### config.mk
export PLATFORM = sky130hd
export DESIGN_NAME = raycast_core_trav
export DESIGN_NICKNAME = d
export VERILOG_FILES = /design/src/rtl/raycast_pkg.sv /design/src/rtl/raycast_idx_stack.sv /design/src/rtl/raycast_core_trav.sv
export SDC_FILE = /design/constraint.sdc
export NUM_CORES = 1
export LEC_CHECK = 0
export ABC_AREA = 1
export CAP_MARGIN = 40
export CORE_AREA = 4 4 77 79
export DETAILED_ROUTE_END_ITERATION = 8
export DIE_AREA = 0 0 81 83
export GPL_TIMING_DRIVEN = 0
export PLACE_DENSITY = 0.79
export SLEW_MARGIN = 10
export SYNTH_ARGS = -nofsm -noshare
export SYNTH_HDL_FRONTEND = slang
export SYNTH_SLANG_ARGS = --single-unit
### constraint.sdc
create_clock -name clk_i -period 2 [get_ports clk_i]
set_input_delay 0.4 -clock clk_i [delete_from_list [all_inputs] [get_ports clk_i]]
set_output_delay 0.4 -clock clk_i [all_outputs]
set_load 0.01 [all_outputs]
### src/rtl/raycast_pkg.sv
// Shared types for the octree raycast traversal: controller state encoding
// and the 3-bit child index carried between the sequencer and the index unit.
package raycast_pkg;

    typedef logic [2:0] idx_t;

    typedef enum logic [2:0] {
        ST_IDLE  = 3'd0,
        ST_FIRST = 3'd1,
        ST_FETCH = 3'd2,
        ST_PLANE = 3'd3,
        ST_STEP  = 3'd4,
        ST_DONE  = 3'd5
    } state_t;

    localparam logic [15:0] STEP_CNT_MAX = 16'hFFFF;

endpackage

### src/rtl/raycast_idx_stack.sv
// Per-level child-index stack: one synchronous write port and an
// asynchronous read, both addressed by the current level.
module raycast_idx_stack
    import raycast_pkg::*;
#(
    parameter int max_lvl = 8,
    parameter int lw      = 3
) (
    input  logic          clk_i,
    input  logic          rst_n_i,
    input  logic          we_i,
    input  logic [lw-1:0] lvl_i,
    input  idx_t          wdata_i,
    output idx_t          rdata_o
);

    idx_t mem [max_lvl];

    always_ff @(posedge clk_i or negedge rst_n_i) begin
        if (!rst_n_i) begin
            for (int i = 0; i < max_lvl; i++) begin
                mem[i] <= '0;
            end
        end else if (we_i) begin
            mem[lvl_i] <= wdata_i;
        end
    end

    assign rdata_o = mem[lvl_i];

endmodule

### src/rtl/raycast_core_trav.sv
// Traversal sequencer: walks one ray through the sparse voxel octree by
// sequencing the index unit, node fetch and exit-plane requests.
//
// Handshakes: node_req_o / plane_req_o are level requests held high from the
// first cycle of FETCH / PLANE until the matching ack is sampled high; an ack
// may arrive in the first request cycle, and acks outside the request state
// are ignored. abort_i overrides every transition and never produces done_o.
module raycast_core_trav
    import raycast_pkg::*;
#(
    parameter int dw      = 32,
    parameter int max_lvl = 8,
    parameter int lw      = 3
) (
    input  logic          clk_i,
    input  logic          rst_n_i,
    input  logic          start_i,
    input  logic          abort_i,
    output logic          busy_o,
    output logic          done_o,
    output logic          hit_o,
    output logic [lw-1:0] lvl_o,
    output logic          is_first_o,
    output idx_t          idx_o,
    input  idx_t          idx_next_i,
    input  logic          is_exit_i,
    output logic          node_req_o,
    input  logic          node_ack_i,
    input  logic          node_valid_i,
    input  logic          node_leaf_i,
    output logic          plane_req_o,
    input  logic          plane_ack_i,
    output logic [15:0]   step_cnt_o,
    output logic [2:0]    state_o
);

    if (lw < $clog2(max_lvl) || dw < 1) begin : g_param_check
        $error("raycast_core_trav: lw too narrow for max_lvl or dw invalid");
    end

    state_t        state_q, state_d;
    logic [lw-1:0] lvl_q;
    logic          hit_q;
    logic [15:0]   cnt_q;

    logic at_bottom, fetch_ack, leaf_hit, push, step_ev, pop, root_exit;
    logic start_ok, stack_we;

    assign at_bottom = (lvl_q == lw'(max_lvl - 1));
    assign start_ok  = (state_q == ST_IDLE) && start_i && !abort_i;
    assign fetch_ack = (state_q == ST_FETCH) && node_ack_i && !abort_i;
    assign leaf_hit  = fetch_ack && node_valid_i && (node_leaf_i || at_bottom);
    assign push      = fetch_ack && node_valid_i && !node_leaf_i && !at_bottom;
    assign step_ev   = (state_q == ST_STEP) && !abort_i;
    assign pop       = step_ev && is_exit_i && (lvl_q != '0);
    assign root_exit = step_ev && is_exit_i && (lvl_q == '0);
    assign stack_we  = !abort_i &&
                       ((state_q == ST_FIRST) || ((state_q == ST_STEP) && !is_exit_i));

    always_ff @(posedge clk_i or negedge rst_n_i) begin
        if (!rst_n_i) begin
            state_q <= ST_IDLE;
        end else begin
            state_q <= state_d;
        end
    end

    always_comb begin
        state_d = state_q;
        unique case (state_q)
            ST_IDLE:  if (start_i) state_d = ST_FIRST;
            ST_FIRST: state_d = ST_FETCH;
            ST_FETCH: begin
                if (node_ack_i) begin
                    if (node_valid_i && (node_leaf_i || at_bottom)) state_d = ST_DONE;
                    else if (node_valid_i)                          state_d = ST_FIRST;
                    else                                            state_d = ST_PLANE;
                end
            end
            ST_PLANE: if (plane_ack_i) state_d = ST_STEP;
            ST_STEP: begin
                if (!is_exit_i)        state_d = ST_FETCH;
                else if (lvl_q != '0)  state_d = ST_PLANE;
                else                   state_d = ST_DONE;
            end
            ST_DONE:  state_d = ST_IDLE;
            default:  state_d = ST_IDLE;
        endcase
        if (abort_i) state_d = ST_IDLE;
    end

    always_comb begin
        busy_o      = (state_q != ST_IDLE);
        done_o      = (state_q == ST_DONE);
        is_first_o  = (state_q == ST_FIRST);
        node_req_o  = (state_q == ST_FETCH);
        plane_req_o = (state_q == ST_PLANE);
    end

    // Level, result and fetch counter; abort freezes everything but the result.
    always_ff @(posedge clk_i or negedge rst_n_i) begin
        if (!rst_n_i) begin
            lvl_q <= '0;
            hit_q <= 1'b0;
            cnt_q <= '0;
        end else if (abort_i) begin
            hit_q <= 1'b0;
        end else begin
            if (start_ok) begin
                lvl_q <= '0;
                hit_q <= 1'b0;
                cnt_q <= '0;
            end
            if (push) lvl_q <= lvl_q + lw'(1);
            if (pop)  lvl_q <= lvl_q - lw'(1);
            if (fetch_ack && (cnt_q != STEP_CNT_MAX)) cnt_q <= cnt_q + 16'd1;
            if (leaf_hit)  hit_q <= 1'b1;
            if (root_exit) hit_q <= 1'b0;
        end
    end

    raycast_idx_stack #(
        .max_lvl (max_lvl),
        .lw      (lw)
    ) u_stack (
        .clk_i   (clk_i),
        .rst_n_i (rst_n_i),
        .we_i    (stack_we),
        .lvl_i   (lvl_q),
        .wdata_i (idx_next_i),
        .rdata_o (idx_o)
    );

    assign hit_o      = hit_q;
    assign lvl_o      = lvl_q;
    assign step_cnt_o = cnt_q;
    assign state_o    = state_q;

endmodule

==> out/qor.csv, run 1 <==
stage,metric,value,unit
run_status,status,finished clean,
placement,Placed Instance Area,3310,um2
timing,Worst Tran Pin Value,0.517,ns
die,I/O pin count,43,
placement,IO Port Bufs,42,
cells_and_area,number of antenna diodes,0,
yosys,Ys Warns,0,
yosys,post-synthesis mux area share,0,%
cells_and_area,fin nets,459,
global_routing,GR Util met2,36.7,%
cells_and_area,Syn-to-layout area delta,28.9,%
timing,RSZ-0062 raised after global routing,true,
worst_setup_path,Crit path arrival time,1.59,ns
timing,Final WS setup,0.0128,ns
die,die height,83,um
clock_network,Worst-path clk slew,0.09,ns
drt,# DRC,0,
die,Initial Util,52.3,%
yosys,ranking of synthesized cells by area,"dfrtp_1, nand2_1, nand3_1",
timing,fmax,503,MHz
clock_network,number of buffers created by CTS,5,
timing,Final Hold Violating Endpoints,0,
die,die area,6720,um2
worst_hold_path,Min-Delay Path Class,input port to asynchronous set/reset pin,
global_routing,total track usage,22.1,%
yosys,Post-Synth Adder-Cell Area,2.24,%
yosys,sequential area share after synthesis,42.2,%
die,Core Rows,27,
cells_and_area,"most common cell after layout, fill and taps aside",nand2_1,
timing,Tmin final,1.99,ns
drt,Vias,2800,
yosys,post-synth net total,399,
run,max-cap violations,0,
worst_setup_path,Crit. End Element,output port,
worst_setup_path,CP Max Fanout,7,
drt,Total Routed Length,7.30,mm
placement,DP HPWL,5.03,mm
drt,DR pass1 iterations,4,
yosys,Yosys top cell area share,42.2,%
drt,Initial DRC Count,164,
yosys,fraction of registers with async set or reset after synthesis,100,%
yosys,Yosys cell types,28,
worst_setup_path,Worst Setup Path Type,register to output port,
worst_setup_path,Worst setup SP type,register,
cells_and_area,share of layout cells above drive strength 1,14.2,%
die,Core ar.,5340,um2
yosys,"EDFF count, synth",0,
worst_setup_path,Critical Path RT,1.60,ns
placement,GP Congestion,0.874,
timing,Final Slew Violations,0,
yosys,dominant synthesized flop cell,dfrtp_1,
cells_and_area,"commonest cells after routing, fill and taps aside","nand2_1, nand3_1, dfrtp_1, clkdlybuf4s50_1, o21ai_0",
clock_network,maximum clock insertion buffer count,2,
clock_network,clk sinks,47,
timing,period utilisation layout,99.4,%
clock_network,CTS Hold Bufs,0,
yosys,synthesized area,2790,um2
global_routing,initial antenna violation count,0,
clock_network,"Clk Latency, worst-skew pair",0.30,ns
global_routing,met1 layer usage reported by global route,29.8,%
yosys,synthesized flop and latch total,47,
clock_network,Clock H-tree levels,2,
drt,DR vias/cell,5.44,
die,die width,81,um
yosys,XOR/XNOR Fraction of Synth Area,0.942,%
yosys,Synth Area in Compound Gates,10.7,%
yosys,largest area contributor in the synthesized netlist,dfrtp_1,
cells_and_area,post-route cell area,3600,um2
clock_network,root buffer cell,clkbuf_8,
yosys,post-synthesis simple-gate area fraction,37.7,%
pwr,Lkg Pwr,1.73,nW
drt,ANT nets after route,0,
yosys,Cells after Synth,382,
timing,Setup-failing EPs final,0,
timing,Final TNS setup,0,ns
global_routing,Most Crowded Layer GR,met2,
timing,Max Clock Skew,0.0101,ns
yosys,largest family of logic cells by synthesized area,simple AND/OR/NAND/NOR gates,
global_routing,number of global-route vias before repair,2617,
yosys,Syn Area/Cell,7.30,um2
clock_network,CTS tree,yes,
placement,dpl ws,-0.424,ns
global_routing,grt total ovfl,0,
pwr,Worst IR Drop VDD,571,uV
cells_and_area,Layout fillers,476,
drt,routed len/inst,14.2,um
global_routing,first-pass GRT wire length,12.1,mm
global_routing,met3 Usage GRT,2.82,%
timing,Rel. slew slack,65.5,%
pwr,power per cell area,785,nW/um2
global_routing,largest net degree at the start of global routing,32,
what timing repair did:
item | in CTS | in global routing
gates cloned | 0 | 1
setup buffers | 5 | 4
setup endpoints to repair | 7 | 6
gates resized for setup | 39 | 14
hold endpoints to repair | 0 | 0
pin swaps | 1 | 5
layout make-up:
cell class | instances | area (um2) | area share, %
clock buffers | 5 | 68.8 | 1.91
multi-input cells | 294 | 1480 | 41.2
inverters | 31 | 131 | 3.65
plain buffers | 10 | 87.6 | 2.44
flip-flops and latches | 47 | 1180 | 32.8
well taps | 72 | 90.1 | 2.51
repair buffers | 53 | 541 | 15.0
clock inverters | 3 | 15.0 | 0.418
final timing paths:
check	endpoint	startpoint	slack, ns	cells past startpoint
min	state_o[0]$_DFFE_PN0P_	rst_n_i	0.02	1
max reg2reg	lvl_o[2]$_DFFE_PN0P_	lvl_o[0]$_DFFE_PN0P_	0.22	14
max	idx_o[0]	lvl_o[0]$_DFFE_PN0P_	0.01	8
max in group asynchronous	step_cnt_o[2]$_DFFE_PN0P_	rst_n_i	1.46	2
min reg2reg	u_stack.mem[2]$_DFFE_PN0P_	u_stack.mem[2]$_DFFE_PN0P_	0.49	2
min in group clk_i	u_stack.mem[2]$_DFFE_PN0P_	u_stack.mem[2]$_DFFE_PN0P_	0.49	2
synthesized netlist by cell type (2+ instances only):
| master | number |
|---|---|
| clkinv_1 | 2 |
| nand3_1 | 47 |
| nand4_1 | 10 |
| buf_2 | 3 |
| inv_2 | 3 |
| or2_2 | 6 |
| o21ai_4 | 2 |
| nand3b_1 | 2 |
| nand3_2 | 2 |
| xor2_1 | 3 |
| inv_1 | 26 |
| nor3_1 | 10 |
| clkbuf_1 | 5 |
| a21oi_1 | 13 |
| nor2_4 | 4 |
| buf_6 | 2 |
| ha_1 | 5 |
| nor2_1 | 24 |
| o21ai_0 | 32 |
| o21bai_1 | 2 |
| nand2_1 | 126 |
| dfrtp_1 | 47 |
sequential cells by signal (all words and copies together) (netlist names):
name and cells:
hit_o 1, lvl_o 3, state_o 3, step_cnt_o 16
u_stack.mem 24
worst max-delay path: stages, from the launching register on:
cell and delay, ns:
dfrtp_1 0.41, buf_6 0.16, buf_6 0.12, nand2_1 0.05, a21oi_1 0.07, or2_4 0.24, nand2_2 0.06, nand2_2 0.06
buf_6 0.12
per-layer routing:
| metal | routed length, um | share of wire (%) |
|---|---|---|
| met2 | 3670 | 50 |
| met5 | 0 | 0 |
| met1 | 3180 | 44 |
| met4 | 149 | 2.0 |
| met3 | 297 | 4.1 |
cells by family (layout without fill, tap and decap cells):
| group | Yosys count | count (layout) |
|---|---|---|
| xor gates and xnor gates | 3 | 3 |
| adders and majority gates | 5 | 5 |
| AOI/OAI and AO/OA | 53 | 53 |
| and+or+nand+nor | 233 | 233 |
| DFF | 47 | 47 |
| buffers and inverters | 41 | 102 |
per-stage QoR:
stage          power (W)  util (%)  cells  hold WS (ns)
2_1_floorplan    0.00173         -    382         0.104
3_3_place_gp     0.00210      61.8    496         0.467
3_5_place_dp     0.00212      62.1    497         0.352
4_1_cts          0.00273      65.5    510        0.0266
5_1_grt          0.00300      67.4    515        0.0442
6_report         0.00282      67.4    515        0.0235
power breakdown:
group          total, W  switching (W)  internal (W)
Combinational   0.00107       0.000597      0.000471
Clock          0.000571       0.000331      0.000240
Sequential      0.00118       0.000106       0.00108
Total           0.00282        0.00103       0.00179
(Power assumes the default switching activity.)
==> run 2, diff against run 1 <==
--- a/config.mk
+++ b/config.mk
@@ -12,6 +12,7 @@
 export DIE_AREA = 0 0 81 83
 export GPL_TIMING_DRIVEN = 0
 export PLACE_DENSITY = 0.79
+export SETUP_SLACK_MARGIN = 0.05
 export SLEW_MARGIN = 10
 export SYNTH_ARGS = -nofsm -noshare
 export SYNTH_HDL_FRONTEND = slang
==> out/qor.csv, run 2 (synthesis gave the netlist of run 1 again) <==
stage,metric,value,unit,change
run_status,status,finished clean,,unchanged
die,Initial Util,52.3,%,unchanged
cells_and_area,"commonest cells after routing, fill and taps aside","nand2_1, nand3_1, dfrtp_1, clkdlybuf4s50_1, o21ai_0",,unchanged
global_routing,total track usage,22.3,%,was 22.1%
drt,# DRC,0,,unchanged
die,die height,83,um,unchanged
cells_and_area,"most common cell after layout, fill and taps aside",nand2_1,,unchanged
die,die width,81,um,unchanged
timing,RSZ-0062 raised after global routing,true,,unchanged
clock_network,"Clk Latency, worst-skew pair",0.30,ns,about the same
pwr,combinational power share,38.5,%,was 37.8%
global_routing,number of global-route vias before repair,2685,,was 2617
timing,Worst Tran Pin Value,0.523,ns,was 0.517 ns
placement,Placed Instance Area,3310,um2,unchanged
clock_network,CTS Hold Bufs,0,,unchanged
timing,Final TNS setup,0,ns,unchanged
timing,fmax,501,MHz,was 503 MHz
worst_setup_path,Worst path most repeated cell,buf_6,,unchanged
placement,GP Congestion,0.874,,unchanged
pwr,Switching Power,0.00104,W,was 0.00103 W
drt,routed len/inst,14.3,um,was 14.2 um
clock_network,maximum clock insertion buffer count,2,,unchanged
cells_and_area,fin nets,462,,was 459
worst_setup_path,max incr delay on CP,0.41,ns,about the same
worst_setup_path,r2r endpoint,lvl_o[2]$_DFFE_PN0P_,,unchanged
cells_and_area,post-route cell area,3640,um2,was 3600 um2
worst_setup_path,Worst setup SP type,register,,unchanged
clock_network,Clock H-tree levels,2,,unchanged
worst_setup_path,Setup crit end,idx_o[1],,was idx_o[0]
worst_setup_path,Crit path arrival time,1.59,ns,about the same
cells_and_area,number of antenna diodes,0,,unchanged
global_routing,grt total ovfl,0,,unchanged
worst_setup_path,critical path startpoint,lvl_o[0]$_DFFE_PN0P_,,unchanged
die,Core ar.,5340,um2,unchanged
drt,Total Routed Length,7.39,mm,was 7.30 mm
drt,ANT nets after route,0,,unchanged
timing,Final Slew Violations,0,,unchanged
pwr,Flop pwr share,41.5,%,was 42.0%
pwr,Lkg Pwr,1.75,nW,was 1.73 nW
drt,Vias,2841,,was 2800
die,I/O pin count,43,,unchanged
global_routing,initial antenna violation count,0,,unchanged
timing,Final Hold Violating Endpoints,0,,unchanged
clock_network,CTS tree,yes,,unchanged
worst_setup_path,slowest cell on the critical path,dfrtp_1,,unchanged
timing,Rel. slew slack,65.1,%,was 65.5%
clock_network,Worst-path clk slew,0.09,ns,about the same
pwr,Clk pwr share,19.9,%,was 20.2%
cells_and_area,Top reg by flops,u_stack.mem,,unchanged
drt,Initial DRC Count,247,,was 164
worst_setup_path,CP Cell Sequence,buf_6 -> buf_6 -> nand2_4 -> a21oi_2 -> or2_4 -> nand2_2 -> nand2_1 -> buf_2,,was buf_6 -> buf_6 -> nand2_1 -> a21oi_1 -> or2_4 -> nand2_2 -> nand2_2 -> buf_6
pwr,Internal Pwr Total,0.00180,W,was 0.00179 W
worst_setup_path,CP Max Fanout,5,,was 7
worst_setup_path,reg-to-reg setup timing slack,0.23,ns,was 0.22 ns
drt,DR pass1 iterations,5,,was 4
placement,IO Port Bufs,42,,unchanged
pwr,Worst IR Drop VDD,639,uV,was 571 uV
cells_and_area,share of layout cells above drive strength 1,17.0,%,was 14.2%
die,die area,6720,um2,unchanged
worst_setup_path,launch point of the worst reg-to-reg path,lvl_o[0]$_DFFE_PN0P_,,unchanged
timing,period utilisation layout,99.7,%,was 99.4%
cells_and_area,max reg flops,24,,unchanged
cells_and_area,Layout fillers,470,,was 476
pwr,Net Sw Frac,36.7,%,was 36.6%
clock_network,number of buffers created by CTS,5,,unchanged
cells_and_area,Syn-to-layout area delta,30.6,%,was 28.9%
worst_setup_path,Worst Setup Path Type,register to output port,,unchanged
pwr,Design Power,0.00284,W,was 0.00282 W
worst_setup_path,Critical Path RT,1.60,ns,about the same
clock_network,clk sinks,47,,unchanged
timing,Tmin final,1.99,ns,about the same
clock_network,root buffer cell,clkbuf_8,,unchanged
global_routing,first-pass GRT wire length,12.2,mm,was 12.1 mm
worst_hold_path,Min-Delay Path Class,input port to asynchronous set/reset pin,,unchanged
worst_setup_path,Crit. End Element,output port,,unchanged
timing,Setup-failing EPs final,0,,unchanged
drt,DR vias/cell,5.48,,was 5.44
worst_setup_path,r2r worst-path depth,14,,unchanged
die,Core Rows,27,,unchanged
placement,DP HPWL,5.03,mm,unchanged
pwr,power per cell area,779,nW/um2,was 785 nW/um2
timing,Max Clock Skew,0.0104,ns,was 0.0101 ns
run,max-cap violations,0,,unchanged
global_routing,largest net degree at the start of global routing,32,,unchanged
-- run 2: area by class of cell --
type	count	area, um2	share of cell area (%)
Sequential cell	47	1180	32.4
Buffer	10	98.8	2.71
Tap cell	72	90.1	2.47
Clock inverter	3	15.0	0.412
Clock buffer	5	68.8	1.89
Timing Repair Buffer	56	547	15.0
Inverter	31	131	3.61
Multi-Input combinational cell	294	1510	41.5
-- run 2: per-stage QoR --
| step | utilization, % | setup WS [ns] | instances | hold WS (ns) |
|---|---|---|---|---|
| after floorplan | - | 0.272 | 382 | 0.104 |
| after global placement | 61.8 | -0.807 | 496 | 0.467 |
| after detailed placement | 62.1 | -0.424 | 497 | 0.352 |
| after CTS | 66.5 | 0.0109 | 515 | 0.0266 |
| after global routing | 68.2 | -0.0607 | 518 | 0.0442 |
| final | 68.2 | 0.00587 | 518 | 0.0305 |
-- run 2: timing repair --
action                     in CTS  in global routing
pin swaps                       6                  6
setup buffers                  10                  2
gates cloned                    0                  1
setup endpoints to repair      11                 11
gates resized for setup        49                 18
-- run 2: per-layer routing --
metal  track usage [%]  share of wire [%]  vias up
met4              7.68                2.1        0
li1                  -                  -     1382
met3              2.93                4.9       18
met2              37.0                 49       91
met5                 0                  0        -
met1              29.6                 44     1350
-- run 2: critical path: cells and delay by family (launching register included) --
kind                   cells  cell delay, ns
buffers and inverters      3            0.43
AND/OR/NAND/NOR            4            0.42
flip-flops                 1            0.41
AO/OA/AOI/OAI              1            0.05
-- run 2: worst min-delay path by stage --
| stage | startpoint | end | slack (ns) | cells after the start |
|---|---|---|---|---|
| detailed placement | rst_n_i | state_o[0]$_DFFE_PN0P_ | 0.35 | 1 |
| global placement | u_stack.mem[12]$_DFFE_PN0P_ | u_stack.mem[12]$_DFFE_PN0P_ | 0.47 | 2 |
| global route | rst_n_i | state_o[0]$_DFFE_PN0P_ | 0.04 | 1 |
| CTS | rst_n_i | state_o[0]$_DFFE_PN0P_ | 0.03 | 1 |
| floorplan | rst_n_i | hit_o$_DFFE_PN0P_ | 0.10 | 0 |
| finish | rst_n_i | state_o[0]$_DFFE_PN0P_ | 0.03 | 1 |
-- run 2: power groups by stage --
stage	Sequential, W	Combinational (W)	Clock (W)
floorplan	0.00119	0.000533	0
global placement	0.00120	0.000904	0
detailed placement	0.00120	0.000920	0
CTS	0.00117	0.000999	0.000578
global route	0.00119	0.00121	0.000610
finish	0.00118	0.00109	0.000566
==> RTL edit, RTL diff (config.mk and constraints of run 2) <==
`lw` is set to 3 in 2 places; all go to 5.
--- a/src/rtl/raycast_idx_stack.sv
+++ b/src/rtl/raycast_idx_stack.sv
@@ -4,7 +4,7 @@
     import raycast_pkg::*;
 #(
     parameter int max_lvl = 8,
-    parameter int lw      = 3
+    parameter int lw      = 5
 ) (
     input  logic          clk_i,
     input  logic          rst_n_i,
--- a/src/rtl/raycast_core_trav.sv
+++ b/src/rtl/raycast_core_trav.sv
@@ -10,7 +10,7 @@
 #(
     parameter int dw      = 32,
     parameter int max_lvl = 8,
-    parameter int lw      = 3
+    parameter int lw      = 5
 ) (
     input  logic          clk_i,
     input  logic          rst_n_i,
Ports: changed (resized lvl_o); port bits go from 43 to 45. No check against the original RTL was run, so the function may have changed too.
==> RTL edit against run 2 <==
- combinational power decreased by 32%
- worst setup slack better by 17 ps
- sequential cell count is 2 higher
- power shrank 11%
- routed wire length increased by 11%
- final area rose by 9.6%
- area after synthesis increased by 7.7%
- critical path depth unchanged
- largest power group unchanged
- highest routed layer unchanged
==> RTL edit: results (changes against run 2) <==
wl_um: 8210  # +11%
slew_headroom_pct: 68.0  # +2.8 points
grt_pass1_wl_um: 13400  # +10%
total_power_w: 0.00252  # -11%
clock_skew_ps: 11.4  # +1.04 ps
use_met2_pct: 39.4  # +2.5 points
status: "finished clean"
grt_max_degree: 38  # +19%
nets: 511  # +11%
port_buffers: 44  # +4.8%
syn_inst: 422  # +10%
hold_class: "flip-flop to flip-flop"
grt_pass1_vias: 2894  # +7.8%
placed_area_mm2: 0.00355  # +7.1%
critical_path.max_fanout: 6  # +1
drive_gt1_share_pct: 17.3  # +0.30 points
grt_use_total_pct: 24.9  # +2.6 points
instances_no_fill: 568  # +9.7%
intPower_w: 0.00169  # -5.9%
hold_buffers: 1  # +1
dp.final_hpwl_um: 5530  # +10%
r2r_setup_slack_ps: 190  # -40 ps
r2r_end: "lvl_o[1]"
peakVddDrop_mv: 0.560  # -12%
power_frac_comb_pct: 29.3  # -9.2 points
synthAdderAreaFrac_pct: 1.67  # -0.58 points
synth-seq-area-share_pct: 40.8  # -1.4 points
synthTopCellsByCount: "129 x nand2_1, 55 x nand3_1, 49 x dfrtp_1"
cellLeakagePower_nw: 1.90  # +8.7%
cts_resized: 41  # -16%
cts_setup_buffers: 11  # +1
syn_nets: 438  # +9.8%
gp_congestion: 0.882  # +0.95%
dp.cells: 539  # +8.5%
vias: 3184  # +12%
post-route-util_pct: 74.7  # +6.5 points
RTL edit: changes by cell type after synthesis, sizes merged, moves of 4 or more:
cell and delta:
clkbuf -4, inv +17, nand2 +4, nand3 +8, nor2 +19, nor3 -7, o22ai +4, or2 -4
RTL edit: final cells by class:
cell class	instances	share of cell area (%)
repair buffers	66	15.6
clock buffers	7	2.42
inverters	46	4.71
well taps	72	2.26
flip-flops and latches	49	30.8
clock inverters	1	0.125
multi-input cells	318	42.0
plain buffers	9	2.04
RTL edit: worst min-delay path: stages (launching register included):
cell,delay [ps]
dfrtp_1,350
nand2_1,50
o21ai_1,60
RTL edit: cells by family (layout without fill, tap and decap cells):
group | Yosys count | in the layout
AND/OR/NAND/NOR | 256 | 256
flip-flops | 49 | 49
buffers and inverters | 55 | 129
XOR/XNOR | 4 | 4
AO/OA/AOI/OAI | 54 | 54
adder cells (fa/ha/maj) | 4 | 4
RTL edit: routing by layer:
layer	wire length, um	part of all wire (%)
met1	3640	44
met2	3900	48
met3	505	6.2
met4	156	1.9
met5	0	0
